[src/rtl/date_counter.sv]
// Calendar stage of the century clock: BCD day/month/year with month lengths,
// leap years, validated date load and a one-cycle century carry on 31 Dec 99 rollover.
module date_counter #(
   parameter logic [7:0] START_DAY   = 8'h01,
   parameter logic [7:0] START_MONTH = 8'h01,
   parameter logic [7:0] START_YEAR  = 8'h00,
   parameter bit         YEAR00_LEAP = 1'b1
) (
   input  logic       clk,
   input  logic       rst_n,
   input  logic       day_tick,
   input  logic       load_en,
   input  logic [7:0] load_day,
   input  logic [7:0] load_month,
   input  logic [7:0] load_year,
   output logic [3:0] day_1,
   output logic [1:0] day_10,
   output logic [3:0] month_1,
   output logic       month_10,
   output logic [3:0] year_1,
   output logic [3:0] year_10,
   output logic       leap,
   output logic       clock_century,
   output logic       load_err
);

   function automatic logic leap_of(input logic [3:0] y10, input logic [3:0] y1);
      if (y10 == 4'd0 && y1 == 4'd0) return YEAR00_LEAP;
      if (!y10[0]) return (y1 == 4'd0) || (y1 == 4'd4) || (y1 == 4'd8);
      return (y1 == 4'd2) || (y1 == 4'd6);
   endfunction

   function automatic logic [7:0] last_day(input logic [7:0] mon, input logic lp);
      case (mon)
         8'h02:                      return lp ? 8'h29 : 8'h28;
         8'h04, 8'h06, 8'h09, 8'h11: return 8'h30;
         default:                    return 8'h31;
      endcase
   endfunction

   logic [1:0] day10_q, day10_d;
   logic [3:0] day1_q, day1_d;
   logic       mon10_q, mon10_d;
   logic [3:0] mon1_q, mon1_d;
   logic [3:0] yr10_q, yr10_d;
   logic [3:0] yr1_q, yr1_d;
   logic       century_q, century_d;
   logic       err_q, err_d;

   logic [7:0] day_cur, mon_cur, ld_last;
   logic       cur_leap, ld_leap, ld_ok;

   always_comb begin
      day_cur  = {2'b00, day10_q, day1_q};
      mon_cur  = {3'b000, mon10_q, mon1_q};
      cur_leap = leap_of(yr10_q, yr1_q);
      ld_leap  = leap_of(load_year[7:4], load_year[3:0]);
      ld_last  = last_day(load_month, ld_leap);
      // With every nibble known to be a decimal digit, BCD bytes compare numerically.
      ld_ok = (load_day[7:4] <= 4'd9) && (load_day[3:0] <= 4'd9) &&
              (load_month[7:4] <= 4'd9) && (load_month[3:0] <= 4'd9) &&
              (load_year[7:4] <= 4'd9) && (load_year[3:0] <= 4'd9) &&
              (load_month >= 8'h01) && (load_month <= 8'h12) &&
              (load_day >= 8'h01) && (load_day <= ld_last);

      day10_d   = day10_q;
      day1_d    = day1_q;
      mon10_d   = mon10_q;
      mon1_d    = mon1_q;
      yr10_d    = yr10_q;
      yr1_d     = yr1_q;
      century_d = 1'b0;
      err_d     = 1'b0;

      if (load_en) begin
         if (ld_ok) begin
            day10_d = load_day[5:4];
            day1_d  = load_day[3:0];
            mon10_d = load_month[4];
            mon1_d  = load_month[3:0];
            yr10_d  = load_year[7:4];
            yr1_d   = load_year[3:0];
         end else begin
            err_d = 1'b1;
         end
      end else if (day_tick) begin
         if (day_cur == last_day(mon_cur, cur_leap)) begin
            day10_d = 2'd0;
            day1_d  = 4'd1;
            if (mon_cur == 8'h12) begin
               mon10_d = 1'b0;
               mon1_d  = 4'd1;
               if (yr1_q == 4'd9) begin
                  yr1_d = 4'd0;
                  if (yr10_q == 4'd9) begin
                     yr10_d    = 4'd0;
                     century_d = 1'b1;
                  end else begin
                     yr10_d = yr10_q + 4'd1;
                  end
               end else begin
                  yr1_d = yr1_q + 4'd1;
               end
            end else if (mon1_q == 4'd9) begin
               mon10_d = 1'b1;
               mon1_d  = 4'd0;
            end else begin
               mon1_d = mon1_q + 4'd1;
            end
         end else if (day1_q == 4'd9) begin
            day1_d  = 4'd0;
            day10_d = day10_q + 2'd1;
         end else begin
            day1_d = day1_q + 4'd1;
         end
      end
   end

   // rst_n is active-high to match the sibling counters' port naming.
   always_ff @(posedge clk) begin
      if (rst_n) begin
         day10_q   <= START_DAY[5:4];
         day1_q    <= START_DAY[3:0];
         mon10_q   <= START_MONTH[4];
         mon1_q    <= START_MONTH[3:0];
         yr10_q    <= START_YEAR[7:4];
         yr1_q     <= START_YEAR[3:0];
         century_q <= 1'b0;
         err_q     <= 1'b0;
      end else begin
         day10_q   <= day10_d;
         day1_q    <= day1_d;
         mon10_q   <= mon10_d;
         mon1_q    <= mon1_d;
         yr10_q    <= yr10_d;
         yr1_q     <= yr1_d;
         century_q <= century_d;
         err_q     <= err_d;
      end
   end

   assign day_10        = day10_q;
   assign day_1         = day1_q;
   assign month_10      = mon10_q;
   assign month_1       = mon1_q;
   assign year_10       = yr10_q;
   assign year_1        = yr1_q;
   assign leap          = cur_leap;
   assign clock_century = century_q;
   assign load_err      = err_q;

endmodule
[config.mk]
export PLATFORM = sky130hd
export DESIGN_NAME = date_counter
export DESIGN_NICKNAME = d
export VERILOG_FILES = /design/src/rtl/date_counter.sv
export SDC_FILE = /design/constraint.sdc
export NUM_CORES = 1
export LEC_CHECK = 0
export ABC_AREA = 1
export BUFFER_PORTS_ARGS = -buffer_cell sky130_fd_sc_hd__buf_2
export CAP_MARGIN = 10
export CORE_ASPECT_RATIO = 0.75
export CORE_MARGIN = 3
export CORE_UTILIZATION = 30
export CTS_CLUSTER_SIZE = 8
export DETAILED_ROUTE_END_ITERATION = 8
export GPL_TIMING_DRIVEN = 0
export REMOVE_ABC_BUFFERS = 1
export SKIP_LAST_GASP = 1
export SYNTH_ARGS = -nofsm -noshare
export SYNTH_HDL_FRONTEND = slang
export SYNTH_SLANG_ARGS = --single-unit
export TNS_END_PERCENT = 20
[constraint.sdc]
create_clock -name clk -period 3.35 [get_ports clk]
set_clock_uncertainty 0.1 [all_clocks]
set_input_delay 0.5025 -clock clk [delete_from_list [all_inputs] [get_ports clk]]
set_output_delay 0.5025 -clock clk [all_outputs]
set_load 0.005 [all_outputs]
==> qor.txt, run 1 <==
Critical Path End = year_1[3]
hold path cells = 2
most common library cell in the layout ignoring fill and taps = nand2_1
total track usage = 0.150
CTS tree = yes
Fmax = 0.337 GHz
Hold Buf Count CTS = 0
post-CTS resize count = 0
Routed Antenna Nets = 0
power per cell area = 282 nW/um^2
Clock Sinks = 21
height of the die = 72.3 um
clk_lat worst skew = 0.27 ns
WP data required = 3.43 ns
CP endpoint kind = flop
post-layout minimum cycle time = 2.97 ns
Detailed Route Iter0 Violations = 157
Mean Syn Cell Area = 5.82 um^2
Critical Path Start = load_month[2]
drt pass-1 iters = 4
cell count after synthesis = 302
critical hold path startpoint = rst_n
crit path kind = input pin to flop
RR Endpoint = year_1[3]
Worst EP arrival = 3.04 ns
largest net degree at the start of global routing = 18
final core occ = 0.386
Vias/cell = 4.53
Max-Cap Viols = 0
Ys Warns = 0
routed vias = 1929
clk root buf = clkbuf_8
Slew HR = 0.638
RSZ-0062 raised after global routing = no
final setup TNS = 0 ns
H-tree Lvls = 1
Seq cells post-synth = 21
commonest cells after routing, fill and taps aside = nand2_1, buf_2, inv_1
Max rail drop VDD = 123 uV
Max Slew Vio Count = 0
Syn Std Cell Area = 1760 um^2
Clock Path Buffers = 2
total grt overflow = 0
port bufs = 49
initial antenna violation count = 0
final wirelength = 4760 um
ratio of cells with drive above 1 in the final layout = 0.222
multi-input logic area = 1100 um^2
initial core utilization = 0.320
nets@finish = 385
Startpoint Class = input pin
final-report hold violation count = 0
Worst Reg-to-Reg Cells = 15
register area = 420 um^2
CP Max Fanout = 11
worst r2r src = year_1[1]
register-to-register setup slack = 1.21 ns
Die Wd = 94.4 um
number of remaining DRC errors = 0
Final setup viols = 0
I/O pins = 50
outcome = complete, no violations
mean routed wirelength per cell = 11.2 um
worst-margin pin slew = 0.543 ns
first-pass GRT wire length = 8350 um
number of setup buffers added after CTS = 0
Area Overhead vs Synth = 20.7%
Num CTS Buffers = 3
Synth cell types = 32
sequential area share after synthesis = 0.239
vias in the first global route = 1933
Worst Hold Class = input pin to flop
Worst Hold Slack = 0.366 ns
Static Leak = 0.00108 uW
Final Wtd Congestion = 0.855
die area = 6820 um^2
HPWL Detailed = 3820 um
row cnt = 23
core area = 5500 um^2
number of fill cells = 623
Clock Pin Slew Worst Setup and Hold Paths = 0.09 ns
# diodes = 0
final critical-path share of the clock period = 0.886
-- per-stage QoR --
stage / std cells / setup WS (ns) / instance area (um^2) / power, uW
after CTS: 426 / 0.356 / 2120 / 604
after floorplan: 298 / 0.730 / 1730 / 371
final: 426 / 0.383 / 2120 / 599
after detailed placement: 422 / 0.0730 / 2070 / 428
after global routing: 426 / 0.00930 / 2120 / 641
after global placement: 422 / 0.0914 / 2070 / 428
-- worst min-delay path by stage --
| stage | to |
|---|---|
| floorplan | day_10[0] |
| global placement | month_1[1] |
| detailed placement | month_1[2] |
| CTS | day_10[0] |
| global route | day_10[0] |
| finish | day_10[0] |
-- Yosys cell counts --
cell type / n / area, um^2
nand2_1: 73 / 274
inv_1: 46 / 173
nor2_1: 42 / 158
dfxtp_1: 21 / 420
o21ai_0: 21 / 105
nand3_1: 20 / 100
a21oi_1: 12 / 60.1
inv_2: 9 / 33.8
o21ai_1: 7 / 35.0
ha_1: 5 / 62.6
nand2_2: 5 / 31.3
nor2_2: 4 / 25.0
o211ai_1: 4 / 30.0
xor2_1: 4 / 35.0
clkbuf_1: 3 / 11.3
nand3_2: 3 / 30.0
nand4_1: 3 / 18.8
nor4_1: 3 / 18.8
o22ai_1: 3 / 18.8
o21bai_1: 2 / 15.0
a211oi_1: 1 / 7.51
a22oi_1: 1 / 7.51
a32oi_1: 1 / 8.76
and2_1: 1 / 6.26
buf_6: 1 / 11.3
clkinv_2: 1 / 5.00
nand2_4: 1 / 11.3
nand4_2: 1 / 12.5
nor2_4: 1 / 11.3
nor3_1: 1 / 5.00
or2_1: 1 / 6.26
xnor2_1: 1 / 8.76
-- worst max-delay path, cell delays in order --
cell and delay, ns:
buf_2 0.13, nor2_2 0.18, nand2_1 0.10, nor3_1 0.31, nand2_1 0.09, nand2_1 0.07, inv_1 0.04, ha_1 0.26
nand3_1 0.07, o21ai_1 0.08, nand2_1 0.07, nand2_1 0.09, nand4_1 0.21, nand2_2 0.21, nand2_2 0.19, nor2_2 0.24
nand2_1 0.09, nand2_1 0.07, nor2_1 0.05
-- sequential cells by signal (all words and copies together) (netlist names) --
signal and flops:
clock_century 1, day_1 4, day_10 2, load_err 1, month_1 4, month_10 1
year_1 4, year_10 4
-- report_power, final --
group | internal (uW) | switching, uW | leakage (uW)
Combinational | 58.4 | 89.7 | 0.000887
Clock | 83.1 | 92.2 | 0.0000255
Sequential | 261 | 14.5 | 0.000172
Total | 402 | 196 | 0.00108
-- cell type report --
class	count	area share
timing repair buffer	49	0.116
clock inverter	1	0.00236
tap	75	0.0443
sequential	21	0.198
clock buffer	3	0.0195
inverter	56	0.0998
multi-input combinational	221	0.520
-- cell families (layout without fill, tap and decap cells) --
family | count (synthesis) | after routing | share of synthesized area
AND/OR/NAND/NOR | 159 | 159 | 0.403
buffers and inverters | 60 | 109 | 0.133
AO/OA/AOI/OAI | 52 | 52 | 0.164
flip-flops | 21 | 21 | 0.239
adder cells (fa/ha/maj) | 5 | 5 | 0.0356
XOR/XNOR | 5 | 5 | 0.0249
-- per-layer routing --
| layer | GRT usage | vias up | wire [um] |
|---|---|---|---|
| met3 | 0.0373 | 2 | 250 |
| met4 | 0.0192 | 0 | 14 |
| met2 | 0.235 | 39 | 2040 |
| met1 | 0.214 | 831 | 2450 |
| li1 | - | 1057 | - |
| met5 | 0 | - | 0 |
Note: power is estimated with default switching activity, not from simulation.
==> inputs of run 2 (changes only) <==
Settings changed: GPL_TIMING_DRIVEN 0 to not set, RECOVER_POWER set to 25.
==> run 2 against run 1 <==
Against the previous run:
- non-clock buffer count stayed put
- critical path depth stayed put
- flip-flop and latch count stayed put
- global-route usage is 0.12 points higher
- wire length is 4.8% higher
- design area is 0.35% lower
- setup slack better by 0.039 ns
- critical path type unchanged
- largest cell class unchanged
==> qor.txt, run 2 (synthesized netlist as in run 1, its figures left out) <==
CP endpoint kind = flop (unchanged)
Startpoint Class = input pin (unchanged)
largest net degree at the start of global routing = 18 (unchanged)
height of the die = 72.3 um (unchanged)
initial antenna violation count = 0 (unchanged)
Vias/cell = 4.63 (was 4.53)
number of remaining DRC errors = 0 (unchanged)
total track usage = 0.151 (was 0.150)
Top delay family on crit path = simple AND/OR/NAND/NOR gates (unchanged)
CP cell instances = buf_2 > nor2_2 > nand2_1 > nor3_1 > nand2_1 > nand2_1 > inv_1 > ha_1 > nand3_1 > o21ai_1 > nand2_1 > nand2_1 > nand4_1 > nand2_2 > nand2_2 > nor2_2 > nand2_1 > nand2_1 > nor2_1 (unchanged)
CP Max Fanout = 11 (unchanged)
commonest cells after routing, fill and taps aside = nand2_1, inv_1, buf_2 (was nand2_1, buf_2, inv_1)
Clock Sinks = 21 (unchanged)
setup slack after layout = 0.422 ns (was 0.383 ns)
crit path kind = input pin to flop (unchanged)
ratio of cells with drive above 1 in the final layout = 0.205 (was 0.222)
vias in the first global route = 1761 (was 1933)
dpl ws = 0.192 ns (was 0.0730 ns)
Crit path largest cell delay = 0.28 ns (was 0.31 ns)
outcome = complete, no violations (unchanged)
I/O pins = 50 (unchanged)
# diodes = 0 (unchanged)
final setup TNS = 0 ns (unchanged)
row cnt = 23 (unchanged)
final wirelength = 4990 um (was 4760 um)
Clock Path Buffers = 2 (unchanged)
core area = 5500 um^2 (unchanged)
Routed Antenna Nets = 0 (unchanged)
HPWL Detailed = 4030 um (was 3820 um)
Critical Path End = month_10 (was year_1[3])
Area Overhead vs Synth = 20.2% (was 20.7%)
nets@finish = 385 (unchanged)
mean routed wirelength per cell = 11.7 um (was 11.2 um)
critical hold path startpoint = rst_n (unchanged)
Critical Path Start = load_month[2] (unchanged)
clk_lat worst skew = 0.27 ns (about the same)
die area = 6820 um^2 (unchanged)
power per cell area = 286 nW/um^2 (was 282 nW/um^2)
port bufs = 49 (unchanged)
CTS tree = yes (unchanged)
number of setup buffers added after CTS = 0 (unchanged)
RR Endpoint = month_10 (was year_1[3])
RSZ-0062 raised after global routing = no (unchanged)
initial core utilization = 0.320 (unchanged)
Worst Reg-to-Reg Cells = 15 (unchanged)
worst r2r src = year_1[1] (unchanged)
Num CTS Buffers = 3 (unchanged)
Clock Pin Slew Worst Setup and Hold Paths = 0.09 ns (about the same)
total grt overflow = 0 (unchanged)
worst-margin pin slew = 0.517 ns (was 0.543 ns)
post-CTS resize count = 0 (unchanged)
Max-Cap Viols = 0 (unchanged)
Final Wtd Congestion = 0.857 (was 0.855)
most used cell along the critical path = nand2_1 (unchanged)
Max rail drop VDD = 103 uV (was 123 uV)
cell at the slowest stage of the critical path = nor3_1 (unchanged)
clk root buf = clkbuf_8 (unchanged)
routed vias = 1973 (was 1929)
Worst Hold Class = input pin to flop (unchanged)
Static Leak = 0.00106 uW (was 0.00108 uW)
final-report hold violation count = 0 (unchanged)
final critical-path share of the clock period = 0.874 (was 0.886)
CP bufs+invs = 2 (unchanged)
first-pass GRT wire length = 8180 um (was 8350 um)
Detailed Route Iter0 Violations = 63 (was 157)
Final setup viols = 0 (unchanged)
post-layout minimum cycle time = 2.93 ns (was 2.97 ns)
WP depth = 19 (unchanged)
H-tree Lvls = 1 (unchanged)
WP data required = 3.42 ns (was 3.43 ns)
Die Wd = 94.4 um (unchanged)
Worst EP arrival = 3.00 ns (was 3.04 ns)
Hold Buf Count CTS = 0 (unchanged)
Slew HR = 0.655 (was 0.638)
register-to-register setup slack = 1.19 ns (was 1.21 ns)
number of fill cells = 634 (was 623)
Fmax = 0.341 GHz (was 0.337 GHz)
drt pass-1 iters = 4 (unchanged)
most common library cell in the layout ignoring fill and taps = nand2_1 (unchanged)
Max Slew Vio Count = 0 (unchanged)
==> run 2: changes by cell type in the layout (fill, tap and decap cells not counted) <==
cell / before / now
buf_2: 49 / 43
clkbuf_1: 0 / 6
==> run 2: layout make-up <==
| type | count | area, um^2 | share of cell area |
|---|---|---|---|
| clock buffers | 3 | 41.3 | 0.0195 |
| clock inverters | 1 | 5.00 | 0.00237 |
| flip-flops and latches | 21 | 420 | 0.199 |
| multi-input cells | 221 | 1100 | 0.522 |
| repair buffers | 49 | 238 | 0.113 |
| well taps | 75 | 93.8 | 0.0444 |
| inverters | 56 | 211 | 0.100 |
==> run 2: worst min-delay path by stage <==
| stage | end | slack (ns) | cells past startpoint |
|---|---|---|---|
| floorplan | day_10[0] | 0.41 | 2 |
| global route | year_1[1] | 0.36 | 2 |
| CTS | day_10[0] | 0.36 | 2 |
| finish | day_10[0] | 0.35 | 2 |
| global placement | month_1[1] | 0.45 | 2 |
| detailed placement | month_1[1] | 0.45 | 2 |
==> run 2: metal layers <==
| metal | up-vias | GRT usage | part of all wire |
|---|---|---|---|
| met1 | 869 | 0.217 | 0.51 |
| li1 | 1060 | - | - |
| met3 | 5 | 0.0321 | 0.049 |
| met2 | 39 | 0.234 | 0.43 |
| met4 | 0 | 0.0288 | 0.0074 |
| met5 | - | 0 | 0 |
==> run 2: metrics by stage <==
step                      power (uW)  utilization  hold slack [ns]  instance area, um^2  instances
after global routing             639        0.384            0.365                 2110        426
after CTS                        608        0.386            0.357                 2120        426
final                            605        0.384            0.349                 2110        426
after detailed placement         430        0.377            0.447                 2070        422
after floorplan                  371            -            0.414                 1730        298
after global placement           430        0.377            0.451                 2070        422
==> run 2: power by group <==
group	switching (uW)	internal [uW]	leakage (uW)
Clock	96.7	83.3	0.0000255
Sequential	15.1	261	0.000172
Combinational	90.8	58.0	0.000862
Total	203	402	0.00106
==> inputs of run 3 (changes only) <==
Settings changed: CORE_UTILIZATION 30 to 52, PLACE_DENSITY set to 0.8.
==> run 3 against run 2 <==
Against the previous run:
- fmax down 0.17%
- non-clock buffer count unchanged
- first-iteration DRC count rose to 2.9 times the previous value
- clock-buffer cell count unchanged
- die area down 40%
- global-route usage up 8.4 points
- register-to-register slack better by 0.09 ns
- final cell count down 8.7%
- critical path depth unchanged
- clock power down 3%
- critical path type unchanged
- critical endpoint is now year_1[3]
- largest cell class unchanged
==> qor.txt, run 3 (synthesized netlist as in run 1, its figures left out) <==
port bufs = 49 (unchanged)
Worst Hold Class = input pin to flop (unchanged)
I/O pins = 50 (unchanged)
Detailed Route Iter0 Violations = 180 (was 63)
number of fill cells = 306 (was 634)
Crit path largest cell delay = 0.29 ns (was 0.28 ns)
Fmax = 0.341 GHz (about the same)
Max Slew Vio Count = 0 (unchanged)
initial antenna violation count = 0 (unchanged)
largest net degree at the start of global routing = 18 (unchanged)
Hold Buf Count CTS = 0 (unchanged)
Startpoint Class = input pin (unchanged)
switching share of power = 0.332 (was 0.335)
power share of the combinational group = 0.249 (was 0.246)
Worst Hold Slack = 0.362 ns (was 0.349 ns)
Flop pwr share = 0.459 (was 0.456)
Clock Sinks = 21 (unchanged)
routed vias = 2000 (was 1973)
commonest cells after routing, fill and taps aside = nand2_1, inv_1, buf_2 (unchanged)
post-layout minimum cycle time = 2.93 ns (about the same)
Switching Power = 199 uW (was 203 uW)
most used cell along the critical path = nand2_1 (unchanged)
final wirelength = 4730 um (was 4990 um)
CP cell instances = buf_2 > nor2_2 > nand2_1 > nor3_1 > nand2_1 > nand2_1 > inv_1 > ha_1 > nand3_1 > o21ai_1 > nand2_1 > nand2_1 > nand4_1 > nand2_2 > nand2_2 > nor2_2 > nand2_1 > nand2_1 > nor2_1 (unchanged)
mean routed wirelength per cell = 12.1 um (was 11.7 um)
Static Leak = 0.00107 uW (was 0.00106 uW)
CP bufs+invs = 2 (unchanged)
Die Wd = 73.1 um (was 94.4 um)
outcome = complete, no violations (unchanged)
height of the die = 56.3 um (was 72.3 um)
number of remaining DRC errors = 0 (unchanged)
final-report hold violation count = 0 (unchanged)
row cnt = 17 (was 23)
total track usage = 0.235 (was 0.151)
HPWL Detailed = 3760 um (was 4030 um)
nets@finish = 385 (unchanged)
Worst EP arrival = 3.00 ns (about the same)
most common library cell in the layout ignoring fill and taps = nand2_1 (unchanged)
power per cell area = 291 nW/um^2 (was 286 nW/um^2)
core area = 3080 um^2 (was 5500 um^2)
CTS tree = yes (unchanged)
Num CTS Buffers = 3 (unchanged)
H-tree Lvls = 1 (unchanged)
Slew HR = 0.650 (was 0.655)
CP Max Fanout = 11 (unchanged)
cell at the slowest stage of the critical path = nor3_1 (unchanged)
Vias/cell = 5.14 (was 4.63)
Max-Cap Viols = 0 (unchanged)
RSZ-0062 raised after global routing = no (unchanged)
Clock Path Buffers = 2 (unchanged)
Clock power frac = 0.292 (was 0.298)
first-pass GRT wire length = 7860 um (was 8180 um)
Internal = 402 uW (about the same)
worst-margin pin slew = 0.525 ns (was 0.517 ns)
Area Overhead vs Synth = 17.7% (was 20.2%)
Final setup viols = 0 (unchanged)
WP data required = 3.42 ns (about the same)
clk root buf = clkbuf_8 (unchanged)
post-CTS resize count = 0 (unchanged)
total grt overflow = 0 (unchanged)
drt pass-1 iters = 4 (unchanged)
Clock Pin Slew Worst Setup and Hold Paths = 0.08 ns (was 0.09 ns)
final setup TNS = 0 ns (unchanged)
Routed Antenna Nets = 0 (unchanged)
final critical-path share of the clock period = 0.876 (was 0.874)
initial core utilization = 0.570 (was 0.320)
number of setup buffers added after CTS = 0 (unchanged)
die area = 4120 um^2 (was 6820 um^2)
vias in the first global route = 1722 (was 1761)
ratio of cells with drive above 1 in the final layout = 0.211 (was 0.205)
Final Wtd Congestion = 0.872 (was 0.857)
crit path kind = input pin to flop (unchanged)
Top delay family on crit path = simple AND/OR/NAND/NOR gates (unchanged)
clk_lat worst skew = 0.27 ns (about the same)
Max rail drop VDD = 142 uV (was 103 uV)
CP endpoint kind = flop (unchanged)
# diodes = 0 (unchanged)
run 3: changes by cell type in the layout (fill, tap and decap cells not counted), sizes merged:
cell,change
buf,+2
clkbuf,-2
run 3: power by group through the flow:
| stage | sequential, uW | combinational [uW] | clock [uW] |
|---|---|---|---|
| after global routing | 278 | 171 | 186 |
| after detailed placement | 281 | 148 | 0 |
| after global placement | 281 | 146 | 0 |
| after floorplan | 280 | 90.9 | 0 |
| after CTS | 275 | 149 | 175 |
| final | 276 | 150 | 175 |
run 3: metal layers:
| layer | track usage | wire, um | vias to the layer above |
|---|---|---|---|
| met5 | 0 | 0 | - |
| met4 | 0.0500 | 31 | 0 |
| met3 | 0.0394 | 328 | 5 |
| met2 | 0.334 | 2000 | 65 |
| met1 | 0.364 | 2360 | 867 |
| li1 | - | - | 1063 |
run 3: path summary, 6_finish.rpt:
path | cells after the start | start | to | slack [ns]
worst max-delay path | 19 | load_month[2] | year_1[3] | 0.42
worst min-delay path | 2 | rst_n | year_1[1] | 0.36
worst max register to register | 15 | year_1[1] | year_1[3] | 1.28
worst min register to register | 2 | month_1[1] | month_1[1] | 0.45
run 3: final cells by class:
type                    count  area [um^2]  share of cell area
multi-input cells         221         1100               0.533
flip-flops and latches     21          420               0.203
clock inverters             1         5.00             0.00242
inverters                  56          211               0.102
well taps                  38         47.5              0.0230
repair buffers             49          240               0.116
clock buffers               3         41.3              0.0200
run 3: per-stage QoR:
stage          power, uW  setup WS [ns]  instances  cell area [um^2]  utilization
3_5_place_dp         429          0.143        385              2030        0.657
2_1_floorplan        371          0.730        298              1730            -
6_report             601          0.417        389              2070        0.671
3_3_place_gp         427          0.371        385              2030        0.657
4_1_cts              599          0.428        389              2070        0.672
5_1_grt              635          0.150        389              2070        0.671
